===== src/rtl/req_ack_pkg.sv =====
// Shared types for the request/acknowledge scheduler: FSM state encoding and counter width.
package req_ack_pkg;

    // 4 bits covers ACK_DELAY up to 15
    localparam int unsigned CNT_W = 4;

    typedef enum logic [1:0] {
        IDLE,
        COUNT,
        ACK
    } sched_state_t;

endpackage


===== src/rtl/rr_picker.sv =====
// Combinational round-robin picker: first set candidate after `last`, wrapping modulo NUM_REQ.
module rr_picker #(
    parameter int unsigned NUM_REQ = 4,
    parameter int unsigned IDX_W   = $clog2(NUM_REQ)
) (
    input  logic [NUM_REQ-1:0] cand,
    input  logic [IDX_W-1:0]   last,
    output logic               valid,
    output logic [IDX_W-1:0]   index
);

    int unsigned pos;

    // Walk from the farthest position back to the nearest so the nearest hit wins.
    always_comb begin
        valid = 1'b0;
        index = '0;
        pos   = 0;
        for (int unsigned k = NUM_REQ; k >= 1; k--) begin
            pos = (32'(last) + k) % NUM_REQ;
            if (cand[pos]) begin
                valid = 1'b1;
                index = IDX_W'(pos);
            end
        end
    end

endmodule


===== src/rtl/req_ack_scheduler.sv =====
// Round-robin scheduler returning a one-cycle ack a fixed ACK_DELAY edges after each grant.
module req_ack_scheduler
    import req_ack_pkg::*;
#(
    parameter int unsigned NUM_REQ   = 4,
    parameter int unsigned ACK_DELAY = 3
) (
    input  logic                       clk,
    input  logic                       rst_n,
    input  logic [NUM_REQ-1:0]         req,
    output logic [NUM_REQ-1:0]         ack,
    output logic                       busy,
    output logic [$clog2(NUM_REQ)-1:0] grant_id,
    output logic                       dropped
);

    localparam int unsigned IDX_W = $clog2(NUM_REQ);

    sched_state_t       state_q, state_d;
    logic [CNT_W-1:0]   cnt_q, cnt_d;
    logic [IDX_W-1:0]   grant_q, grant_d;
    logic [IDX_W-1:0]   last_q, last_d;
    logic [NUM_REQ-1:0] req_q;
    logic [NUM_REQ-1:0] pending_q, pending_d;
    logic               dropped_q, dropped_d;

    logic [NUM_REQ-1:0] rise;
    logic [NUM_REQ-1:0] cand;
    logic               pick_valid;
    logic [IDX_W-1:0]   pick_index;
    logic               grant_now;

    assign rise = req & ~req_q;
    assign cand = pending_q | rise;

    rr_picker #(
        .NUM_REQ (NUM_REQ),
        .IDX_W   (IDX_W)
    ) u_picker (
        .cand  (cand),
        .last  (last_q),
        .valid (pick_valid),
        .index (pick_index)
    );

    // A new grant may only be issued when idle or on the edge that retires the previous ack.
    assign grant_now = pick_valid && ((state_q == IDLE) || (state_q == ACK));

    always_ff @(posedge clk or negedge rst_n) begin
        if (!rst_n) begin
            state_q   <= IDLE;
            cnt_q     <= '0;
            grant_q   <= '0;
            last_q    <= IDX_W'(NUM_REQ - 1);
            req_q     <= '0;
            pending_q <= '0;
            dropped_q <= 1'b0;
        end else begin
            state_q   <= state_d;
            cnt_q     <= cnt_d;
            grant_q   <= grant_d;
            last_q    <= last_d;
            req_q     <= req;
            pending_q <= pending_d;
            dropped_q <= dropped_d;
        end
    end

    always_comb begin
        state_d = state_q;
        cnt_d   = cnt_q;
        unique case (state_q)
            IDLE: begin
                if (pick_valid) begin
                    state_d = COUNT;
                    cnt_d   = CNT_W'(ACK_DELAY - 2);
                end
            end
            COUNT: begin
                if (cnt_q == '0) begin
                    state_d = ACK;
                end else begin
                    cnt_d = cnt_q - CNT_W'(1);
                end
            end
            ACK: begin
                if (pick_valid) begin
                    state_d = COUNT;
                    cnt_d   = CNT_W'(ACK_DELAY - 2);
                end else begin
                    state_d = IDLE;
                end
            end
            default: state_d = IDLE;
        endcase
    end

    always_comb begin
        grant_d   = grant_q;
        last_d    = last_q;
        pending_d = cand;
        dropped_d = dropped_q | (|(pending_q & rise));
        if (grant_now) begin
            grant_d               = pick_index;
            last_d                = pick_index;
            pending_d[pick_index] = 1'b0;
        end
    end

    always_comb begin
        ack  = '0;
        busy = (state_q != IDLE);
        if (state_q == ACK) begin
            ack[grant_q] = 1'b1;
        end
    end

    assign grant_id = grant_q;
    assign dropped  = dropped_q;

endmodule


===== config.mk =====
export PLATFORM = sky130hd
export DESIGN_NAME = req_ack_scheduler
export DESIGN_NICKNAME = d
export VERILOG_FILES = /design/src/rtl/req_ack_pkg.sv /design/src/rtl/rr_picker.sv /design/src/rtl/req_ack_scheduler.sv
export SDC_FILE = /design/constraint.sdc
export NUM_CORES = 1
export LEC_CHECK = 0
export ABC_AREA = 1
export BUFFER_PORTS_ARGS = -buffer_cell sky130_fd_sc_hd__buf_2
export CORE_MARGIN = 2
export CORE_UTILIZATION = 45
export DETAILED_ROUTE_END_ITERATION = 8
export PLACE_DENSITY = 0.76
export REMOVE_ABC_BUFFERS = 1
export SETUP_SLACK_MARGIN = 0.02
export SYNTH_ARGS = -nofsm -noshare
export SYNTH_HDL_FRONTEND = slang
export SYNTH_SLANG_ARGS = --single-unit

===== constraint.sdc =====
create_clock -name clk -period 1.9 [get_ports clk]
set_clock_uncertainty 0.05 [all_clocks]
set_input_delay 0.475 -clock clk [delete_from_list [all_inputs] [get_ports clk]]
set_output_delay 0.475 -clock clk [all_outputs]
set_load 0.03 [all_outputs]

==> After elaboration in Yosys (flattened, before gate mapping) <==
Cells that the tools add are included.
W data, S select, Z words.
{ "op_classes": {"order_cmp": 8, "mux": 29, "n_bitwise": 7, "addsub": 5, "n_eq_ne": 6, "n_reduce_logical": 12} }
{ "ops": {"columns": ["operator", "n"], "rows": [
  ["$lt A2 B3 Y1 const B", 6],
  ["$mux W4", 4],
  ["$and A4 B4 Y4", 3],
  ["$mux W2", 6],
  ["$mux W1", 11],
  ["$bmux W1 S2", 4],
  ["$not A4 Y4", 2],
  ["$pmux W4 S2", 1],
  ["$ne A2 B2 Y1 const B", 3],
  ["$pmux W2 S3", 1],
  ["$add A2 B1 Y2 const B", 2],
  ["$add A2 B2 Y2 const B", 2],
  ["$demux W1 S2", 2],
  ["$ge A2 B1 Y1 const B", 2],
  ["$logic_not A4 Y1", 1],
  ["$or A4 B4 Y4", 1],
  ["$reduce_bool A2 Y1", 2],
  ["$reduce_or A4 Y1", 1],
  ["$sub A4 B1 Y4 const B", 1],
  ["$logic_and A1 B1 Y1", 3],
  ["$reduce_and A3 Y1", 1],
  ["$eq A2 B1 Y1 const B", 1],
  ["$eq A2 B2 Y1 const B", 1],
  ["$logic_not A2 Y1", 1],
  ["other kinds (5)", 5]
]} }
{ "word_totals": {"out_inout_bits": 8, "inputBits": 6, "ff_bits": 19} }

==> Longest topological paths before layout <==
Gate-level depths: netlist of run 1.
{ "logic_depth": {"word_depth": 16, "ltp_mapped": 13} }

==> Cells and area by module <==
A second synthesis of run 1 with hierarchy kept.
{ "unflattened": {"hier_cells": 138, "hier_area_um2": 1069.8} }
{ "modules_own_cells": {"columns": ["module", "seq_area_each_um2", "area_each_um2", "n_inst", "cells_each"], "rows": [
  ["req_ack_scheduler", 478.0, 823.3, 1, 87],
  ["rr_picker", 0.0, 246.5, 1, 51]
]} }

==> Worst setup path after synthesis of run 1 <==
OpenSTA, ideal clock, no wires.
{ "synth_timing": {"path_kind": "reg2out", "startpoint": "register grant_q[0], in the netlist grant_id[0]", "endpoint": "output port ack[1]", "stages_incl_launch_ff": 3, "slack_ns": 0.023, "arrival_time_ns": 1.352, "required_ns": 1.375, "cell_sequence": "dfrtp_1 > inv_1 > nor3_1"} }
{ "synth_via": {"elab_chain_len": 5, "elab_cells_between_ends": 6, "cone_classes": "order compare (2); mux (3); reduce/logical (1)"} }
{ "synth_rtl": {"columns": ["element", "line_no", "text"], "rows": [
  ["start: declaration", "req_ack_scheduler.sv:21", "logic [IDX_W-1:0] grant_q, grant_d;"],
  ["start signal: assignment", "req_ack_scheduler.sv:61", "grant_q <= grant_d;"],
  ["$lt A2 B3 Y1 (implied by the code) or $ge A2 B1 Y1 (tied branches)", "req_ack_scheduler.sv:114", "ack[grant_q] = 1'b1;"],
  ["$logic_and A1 B1 Y1 (implied by the code)", "req_ack_scheduler.sv:114", null],
  ["$mux W1 (implied by the code)", "req_ack_scheduler.sv:114", null],
  ["$demux W1 S2 (*)", "req_ack_scheduler.sv:114", null],
  ["$mux W4 (*)", "req_ack_scheduler.sv:113", "if (state_q == ACK) begin"],
  ["end: declaration", "req_ack_scheduler.sv:11", "output logic [NUM_REQ-1:0] ack,"]
]} }
Mark *: on every way between the ends. The rest lies on a longest branch, timed or not.

==> Worst setup path in the final report of run 1 <==
{ "layout_timing": {"startpoint": "register state_q[0]", "endpoint": "output port ack[0]"} }
{ "layout_via": {"elab_chain_len": 2} }
{ "layout_rtl": {"columns": ["element", "line_no", "text"], "rows": [
  ["start: declaration", "req_ack_scheduler.sv:19", "sched_state_t state_q, state_d;"],
  ["start signal: assignment", "req_ack_scheduler.sv:59", "state_q <= state_d;"],
  ["$eq A2 B2 Y1", "req_ack_scheduler.sv:113", null],
  ["$mux W4", "req_ack_scheduler.sv:113", null]
]} }
No other way between the ends.

==> impl.org, run 1 <==
** Critical path
- The critical path starts at state_q[0].
- The worst register-to-register path has a depth of 10.
- The worst register-to-register path begins at last_q[0].
- Setup Crit Path Kind :: register to primary output
- CP Data Required Time :: 1.37 ns
- STA classifies the critical path startpoint as a register.
- In this run the worst path has a maximum fanout of 4.
- STA classifies the critical path endpoint as a primary output.
- Data arrival, critical path :: 1.28 ns

** Floorplanning
- Placeable core region :: 2255 um2
- The floorplan step defined a die boundary enclosing 2820 um2.
- In this run the vertical extent of the chip is 53.10 um.
- Placement row count :: 17
- Effective utilization at floorplan :: 48.11%
- Chip width :: 53.10 um
- Top-Level Pins :: 14

** Clock tree
- Hold bufs inserted after CTS :: 0
- TritonCTS built the clock tree.
- Counting the buffers created by CTS gives 3.
- Root Buffer Master :: sky130_fd_sc_hd__clkbuf_4
- Counting every sink on the clock net gives 19.
- In this run the number of H-tree levels came out at 1.
- Worst-path clk slew :: 0.12 ns
- For the worst-skew pair, the clock arrives at the later sink with an insertion delay of 0.30 ns.
- Maximum count of clock buffers along a single path :: 2

** Logic synthesis
- Synth Area per Inst :: 8.095 um2
- Cell with the most instances after synthesis :: sky130_fd_sc_hd__nand2_1
- Counting flops with an async set or reset pin after synthesis yields a share of 100.0%.
- Top-area cell type share of the netlist area :: 39.22%
- Synth unique cells :: 25
- Among all flip-flop cells after synthesis, the most frequent one is sky130_fd_sc_hd__dfrtp_1.
- Sorting the synthesized cells by how often they occur yields sky130_fd_sc_hd__nand2_1 (30), sky130_fd_sc_hd__inv_1 (21), sky130_fd_sc_hd__dfrtp_1 (17), sky130_fd_sc_hd__nand3_1 (14), sky130_fd_sc_hd__nor2_1 (7).
- Share of synthesized area occupied by flip-flops and latches :: 44.06%
- In this run, synthesis produced a sequential element count of 19.
- Top cells by area, synth :: sky130_fd_sc_hd__dfrtp_1 (39%), sky130_fd_sc_hd__nand2_1 (10%), sky130_fd_sc_hd__inv_1 (7.3%)
- The Yosys step of the flow raised 0 warnings.
- In this run, synthesis inferred 0 flip-flops with an integrated enable.
- Synth Cell Area :: 1085 um2
- Post-synthesis cell count :: 134
- Library cell occupying the most area in the post-synthesis netlist :: sky130_fd_sc_hd__dfrtp_1

** Layout
- For this run, the post-layout net count is 161.
- Share of the core filled with cells :: 55.44%
- 0 antenna diodes ended up in the layout.
- Area growth syn-to-layout :: 15.23%
- In the final layout, the share of cells above drive strength 1 is 30.26%.

** Power and ir drop
- In this run the power density over the cells is 1829 nW/um2.
- Across the VDD grid, the largest voltage drop is 1.064 mV.
- Static power due to leakage :: 0.6619 nW

** Global route
- For this run the aggregate overflow at the end of global routing stands at 0.
- Entering global routing, the biggest net connects 20 pins.
- Via count of the first global-routing pass :: 852
- The initial antenna violation count was 0.
- Aggregate global-route resource usage :: 17.77%
- The first global-routing pass estimated 3581 um of wire.

** STA
- Measured against its own limit, the worst slew margin works out to 71.36%.
- Final number of setup-violating endpoints :: 0
- The number of hold violations in the final report was 0.
- Ratio of final minimum period to clock period :: 95.13%
- The count of final max-slew check failures came to 0.
- Transition time at the pin with the least slew margin :: 0.4296 ns
- The smallest clock period supported by the final layout is computed as 1.807 ns.
- The tightest hold path in the finished design has a slack of 0.03860 ns.
- Fmax :: 0.5533 GHz

** Place
- The HPWL after detailed placement is 1486 um.
- In this run the tool buffered the top-level ports with 13 buffer cells.
- Routability-driven placement finished with a final weighted congestion of 0.8454.

** Route
- Post-detailed-route via-to-cell ratio :: 4.967
- The first detailed-routing pass ran for 4 iterations.
- Number of DRC markers in iteration 0 :: 23
- The detail route stage leaves a number of antenna-violating nets equal to 0.
- In the routed design, unresolved DRC markers number 0.
- Total Wirelength :: 2043 um
- Vias after detailed routing :: 894
- DR WL/cell :: 11.35 um

** Hold path
- The tightest min-delay check is of the primary input to async pin type.

** Run
- Max-cap viol count :: 0

** Run status
- Run status :: complete, no violations
[through the flow]
step	total power, mW	std cells	instance area, um2	setup TNS [ns]	setup WS (ns)
floorplan	1.751	132	1062	0	0.02276
finish	2.287	180	1250	0	0.09260
global placement	1.994	174	1170	0	0.2119
CTS	2.244	178	1197	0	0.02308
detailed placement	2.014	174	1170	0	0.1986
global route	2.543	180	1250	-0.007612	-0.007612
[sequential cells by signal, summed over array words and instances (netlist names)]
name	cells
dropped	1
grant_id	2
state_q	2
req_q	4
pending_q	4
last_q	2
cnt_q	4
[cells in the final DEF, fill, tap and decap left out, types with 5 or more instances in the layout]
cell type                 netlist  final
sky130_fd_sc_hd__nand3_1       14     14
sky130_fd_sc_hd__nor2_1         7      7
sky130_fd_sc_hd__nand2_2        5      6
sky130_fd_sc_hd__inv_1         21     20
sky130_fd_sc_hd__nand3_2        6      6
sky130_fd_sc_hd__nand2_1       30     29
sky130_fd_sc_hd__o21ai_1        5      5
sky130_fd_sc_hd__buf_2          0      9
sky130_fd_sc_hd__dfrtp_1       17     17
sky130_fd_sc_hd__buf_4          0      7
[report_power, final]
group          leakage, nW  internal (mW)  total, mW  switching (mW)
registers            0.217          0.564      0.703           0.138
clock network       0.0177         0.0786      0.214           0.135
logic                0.427          0.497       1.37           0.873
total                0.662           1.14       2.29            1.15
[worst max-delay path, cell delays in order, from the launching register on]
cell	delay (ns)
sky130_fd_sc_hd__dfrtp_1	0.45
sky130_fd_sc_hd__inv_2	0.09
sky130_fd_sc_hd__nand2_2	0.08
sky130_fd_sc_hd__nor3_1	0.16
sky130_fd_sc_hd__buf_4	0.19
[logic make-up after synthesis]
| kind of cell | Yosys count | synth area share (%) |
|---|---|---|
| buffers and inverters | 26 | 11.07 |
| xor gates and xnor gates | 3 | 3.115 |
| adders and majority gates | 2 | 2.306 |
| AOI/OAI and AO/OA | 10 | 4.959 |
| and+or+nand+nor | 74 | 34.49 |
| DFF | 19 | 44.06 |
[what timing repair did]
| action | 4_1_cts | 5_1_grt |
|---|---|---|
| setup buffers | 0 | 2 |
| endpoints found under the setup margin | 0 | 6 |
| gates resized for setup | 0 | 11 |
[area by class of cell]
cell class,count,area (um2)
clock buffers,3,22.52
clock inverters,1,5.005
fillers,228,1005
inverters,24,97.59
multi-input cells,89,514.2
flip-flops and latches,19,478.0
well taps,28,35.03
repair buffers,16,97.59
[path summary, 6_finish.rpt]
check | to | slack [ns]
worst max-delay path | ack[0] | 0.09
worst min-delay path | pending_q[2] | 0.04
worst max register to register | pending_q[1] | 0.21
worst min register to register | dropped | 0.44
max in group asynchronous | last_q[1] | 1.43
min in group clk | req_q[3] | 0.23
[layer usage]
layer	vias up	part of all wire (%)	track usage, %
met5	-	0	0
met1	417	48	20.81
li1	458	-	-
met3	2	4.3	5.932
met4	0	0.29	3.846
met2	17	47	31.25
(Power assumes the default switching activity.)
==> inputs of run 2 (changes only) <==
Settings changed: PLACE_DENSITY 0.76 to default, PLACE_DENSITY_LB_ADDON from default to 0.3.
==> run 2 against run 1 <==
Net effect:
- cell area is 2.4% lower
- first-iteration DRC count shrank 30%
- hold slack better by 0.0042 ns
- worst setup slack improved by 0.018 ns
- largest cell class unchanged
- flip-flop and latch count did not move
- critical path type unchanged
- critical path depth did not move
- critical endpoint is now ack[3]
- sequential share of layout area grew 1.0 points
- clock-buffer cell count grew 1
==> impl.org, run 2 (synthesis gave the netlist of run 1 again) <==
** Route
- Iteration count of the initial detailed-routing pass :: 4 (unchanged)
- The final routed wire length divided by cell count was 11.08 um (-2.4%).
- The number of DRC violations after detailed routing came to 0 (unchanged).
- Number of DRC markers in iteration 0 :: 16 (-30%)
- Final ANT Viol Nets :: 0 (unchanged)
- Total Wirelength :: 1972 um (-3.5%)
- Post-detailed-route via-to-cell ratio :: 5.146 (+3.6%)
- The total vias in the final route is 916 (+2.5%).

** Layout
- The layout filler cell count came to 229 (+0.44%).
- Most common library cell in the layout ignoring fill and taps :: sky130_fd_sc_hd__nand2_1
- The top cell types in the final layout, fill and taps aside, are sky130_fd_sc_hd__nand2_1 (29), sky130_fd_sc_hd__inv_1 (21), sky130_fd_sc_hd__dfrtp_1 (16).
- The sequential cell area is 479.2 um2 (+0.26%).
- The number of antenna diodes is 0 (unchanged).
- The share of post-route cells with drive strength above 1 is 27.33% (-2.9 points).
- The final net count is 159 (-1.2%).
- Area growth syn-to-layout :: 12.46%
- Registers with the highest flip-flop counts :: cnt_q (4), pending_q (4), req_q (4)
- The area of combinational cells with multiple inputs was 499.2 um2 (-2.9%).

** Floorplanning
- The row count came to 17 (unchanged).
- The number of ports placed on the die boundary was 14 (unchanged).
- The initial core utilization is 48.11% (unchanged).
- The core outline area came to 2255 um2 (unchanged).
- The area enclosed by the die boundary came to 2820 um2 (unchanged).
- Die height :: 53.10 um (unchanged)
- The die width is 53.10 um (unchanged).

** Run
- Max-cap viol count :: 0 (unchanged)

** Critical path
- Delay of the slowest cell on the worst path :: 0.45 ns (about the same)
- Source of the critical timing path :: state_q[0]
- FF-to-FF path depth :: 9 (-1)
- Broken down by cell family, the worst path's largest delay share belongs to flip-flops.
- Setup Crit Path Kind :: register to primary output
- Biggest fanout along the worst timing path :: 4 (unchanged)
- Data arrival, critical path :: 1.26 ns (-0.02 ns)
- Critical path's slowest cell :: sky130_fd_sc_hd__dfrtp_2
- Cells traversed along the worst timing path :: inv_1 > nand2_2 > nor3_1 > buf_4
- The data required time of the critical path is 1.37 ns (about the same).
- The worst-case register-to-register setup slack is 0.20 ns (about the same).
- STA classifies the critical path startpoint as a register.
- In this run the critical register-to-register path is launched from last_q[0].
- CP Depth :: 4 (unchanged)
- The worst register-to-register path ends at pending_q[1].
- The worst setup path is captured at a primary output.
- Sum of buffers and inverters on the critical path :: 2 (unchanged)
- Worst setup path end :: ack[3]

** Global route
- First-pass GRT wire length :: 3532 um (-1.4%)
- The pin count of the biggest net entering global routing is 20 (unchanged).
- The initial antenna violation count is 0 (unchanged).
- The number of global-route vias before repair came to 846 (-0.70%).
- GRT Residual Overflow :: 0 (unchanged)
- The overall fraction of global-route tracks in use came to 17.16% (-0.61 points).

** STA
- The actual slew at the worst max-slew pin is 0.4066 ns (-0.02292 ns).
- The max-slew headroom at the worst pin is 72.89% (+1.5 points).
- The count of final max-slew check failures was 0 (unchanged).
- Fin crit period :: 1.790 ns (-0.01761 ns)
- The final critical-path share of the clock period came to 94.20% (-0.93 points).
- RSZ-0062 raised after global routing :: true
- Fmax :: 0.5587 GHz (+0.98%)
- The count of final setup violators is 0 (unchanged).
- Setup_tns :: 0 ns (unchanged)
- Final number of hold-violating endpoints :: 0 (unchanged)
- Post-Route Hold Slack :: 0.04277 ns (+0.004173 ns)

** Place
- Port Buffer Count :: 13 (unchanged)
- RD Place Congestion :: 0.9052 (+7.1%)
- Detailed placer's ending HPWL :: 1567 um (+5.5%)

** Clock tree
- The number of buffers created by CTS came to 3 (unchanged).
- The clock latency reported for the late side of the worst-skew pair was 0.29 ns (about the same).
- TritonCTS clock tree :: done
- The clock-pin transition on the worst setup and hold timing paths was 0.10 ns (-0.02 ns).
- Hold bufs inserted after CTS :: 0 (unchanged)
- The number of sinks driven by the clock tree came to 19 (unchanged).
- The number of buffers added for setup after CTS was 0 (unchanged).
- Root Buffer Master :: sky130_fd_sc_hd__clkbuf_4
- Maximum level of the CTS H-tree :: 1 (unchanged)
- The maximum root-to-sink buffer count was 2 (unchanged).

** Run status
- Run status :: complete, no violations

** Power and ir drop
- Peak ir drop on the vdd network :: 0.9877 mV (-7.2%)
- The static leakage is 0.6483 nW (-2.1%).
- The areal power density over the cells came to 1842 nW/um2 (+0.68%).

** Hold path
- The tightest min-delay check is of the primary input to async pin type.
run 2: cell types whose count changed in the layout (fill, tap and decap cells not counted), sizes merged:
cell    change
buf         -2
clkbuf      +1
clkinv      -1
run 2: power breakdown:
| group | internal (mW) | switching [mW] |
|---|---|---|
| clock network | 0.0818 | 0.119 |
| logic | 0.472 | 0.871 |
| registers | 0.567 | 0.137 |
run 2: area by class of cell:
| cell class | count | share of cell area (%) |
|---|---|---|
| clock buffers | 4 | 2.154 |
| inverters | 24 | 8.000 |
| multi-input cells | 89 | 40.92 |
| flip-flops and latches | 19 | 39.28 |
| well taps | 28 | 2.872 |
| repair buffers | 14 | 6.769 |
run 2: stage by stage:
step                total power [mW]  worst slack (ns)  area [um2]  utilization [%]  std cells
finish                         2.247            0.1102        1220            54.11        178
global route                   2.472           0.01773        1220            54.11        178
CTS                            2.247           0.05348        1196            53.05        178
detailed placement             2.033            0.1243        1170            51.89        174
global placement               2.008            0.1393        1170            51.89        174
floorplan                      1.751           0.02276        1062                -        132
run 2: layer usage:
metal | share of wire, % | vias up | GRT usage [%] | wire (um)
li1 | - | 460 | - | -
met1 | 49 | 424 | 23.52 | 967
met2 | 44 | 30 | 27.08 | 872
met3 | 6.2 | 2 | 3.672 | 122
met4 | 0.46 | 0 | 5.128 | 9
met5 | 0 | - | 0 | 0
run 2: how the worst min path moves through the flow:
stage	from	endpoint	slack, ns	cells past startpoint
after floorplan	rst_n	cnt_q[0]	0.13	0
after global placement	rst_n	dropped	0.38	1
after detailed placement	rst_n	dropped	0.39	1
after CTS	rst_n	dropped	0.05	1
after global routing	rst_n	req_q[1]	0.06	1
final	rst_n	req_q[1]	0.04	1
run 2: timing repair:
action                                  in CTS  in global routing
endpoints found under the setup margin       0                  8
hold endpoints to repair                     0                  0
resized for setup                            0                  8
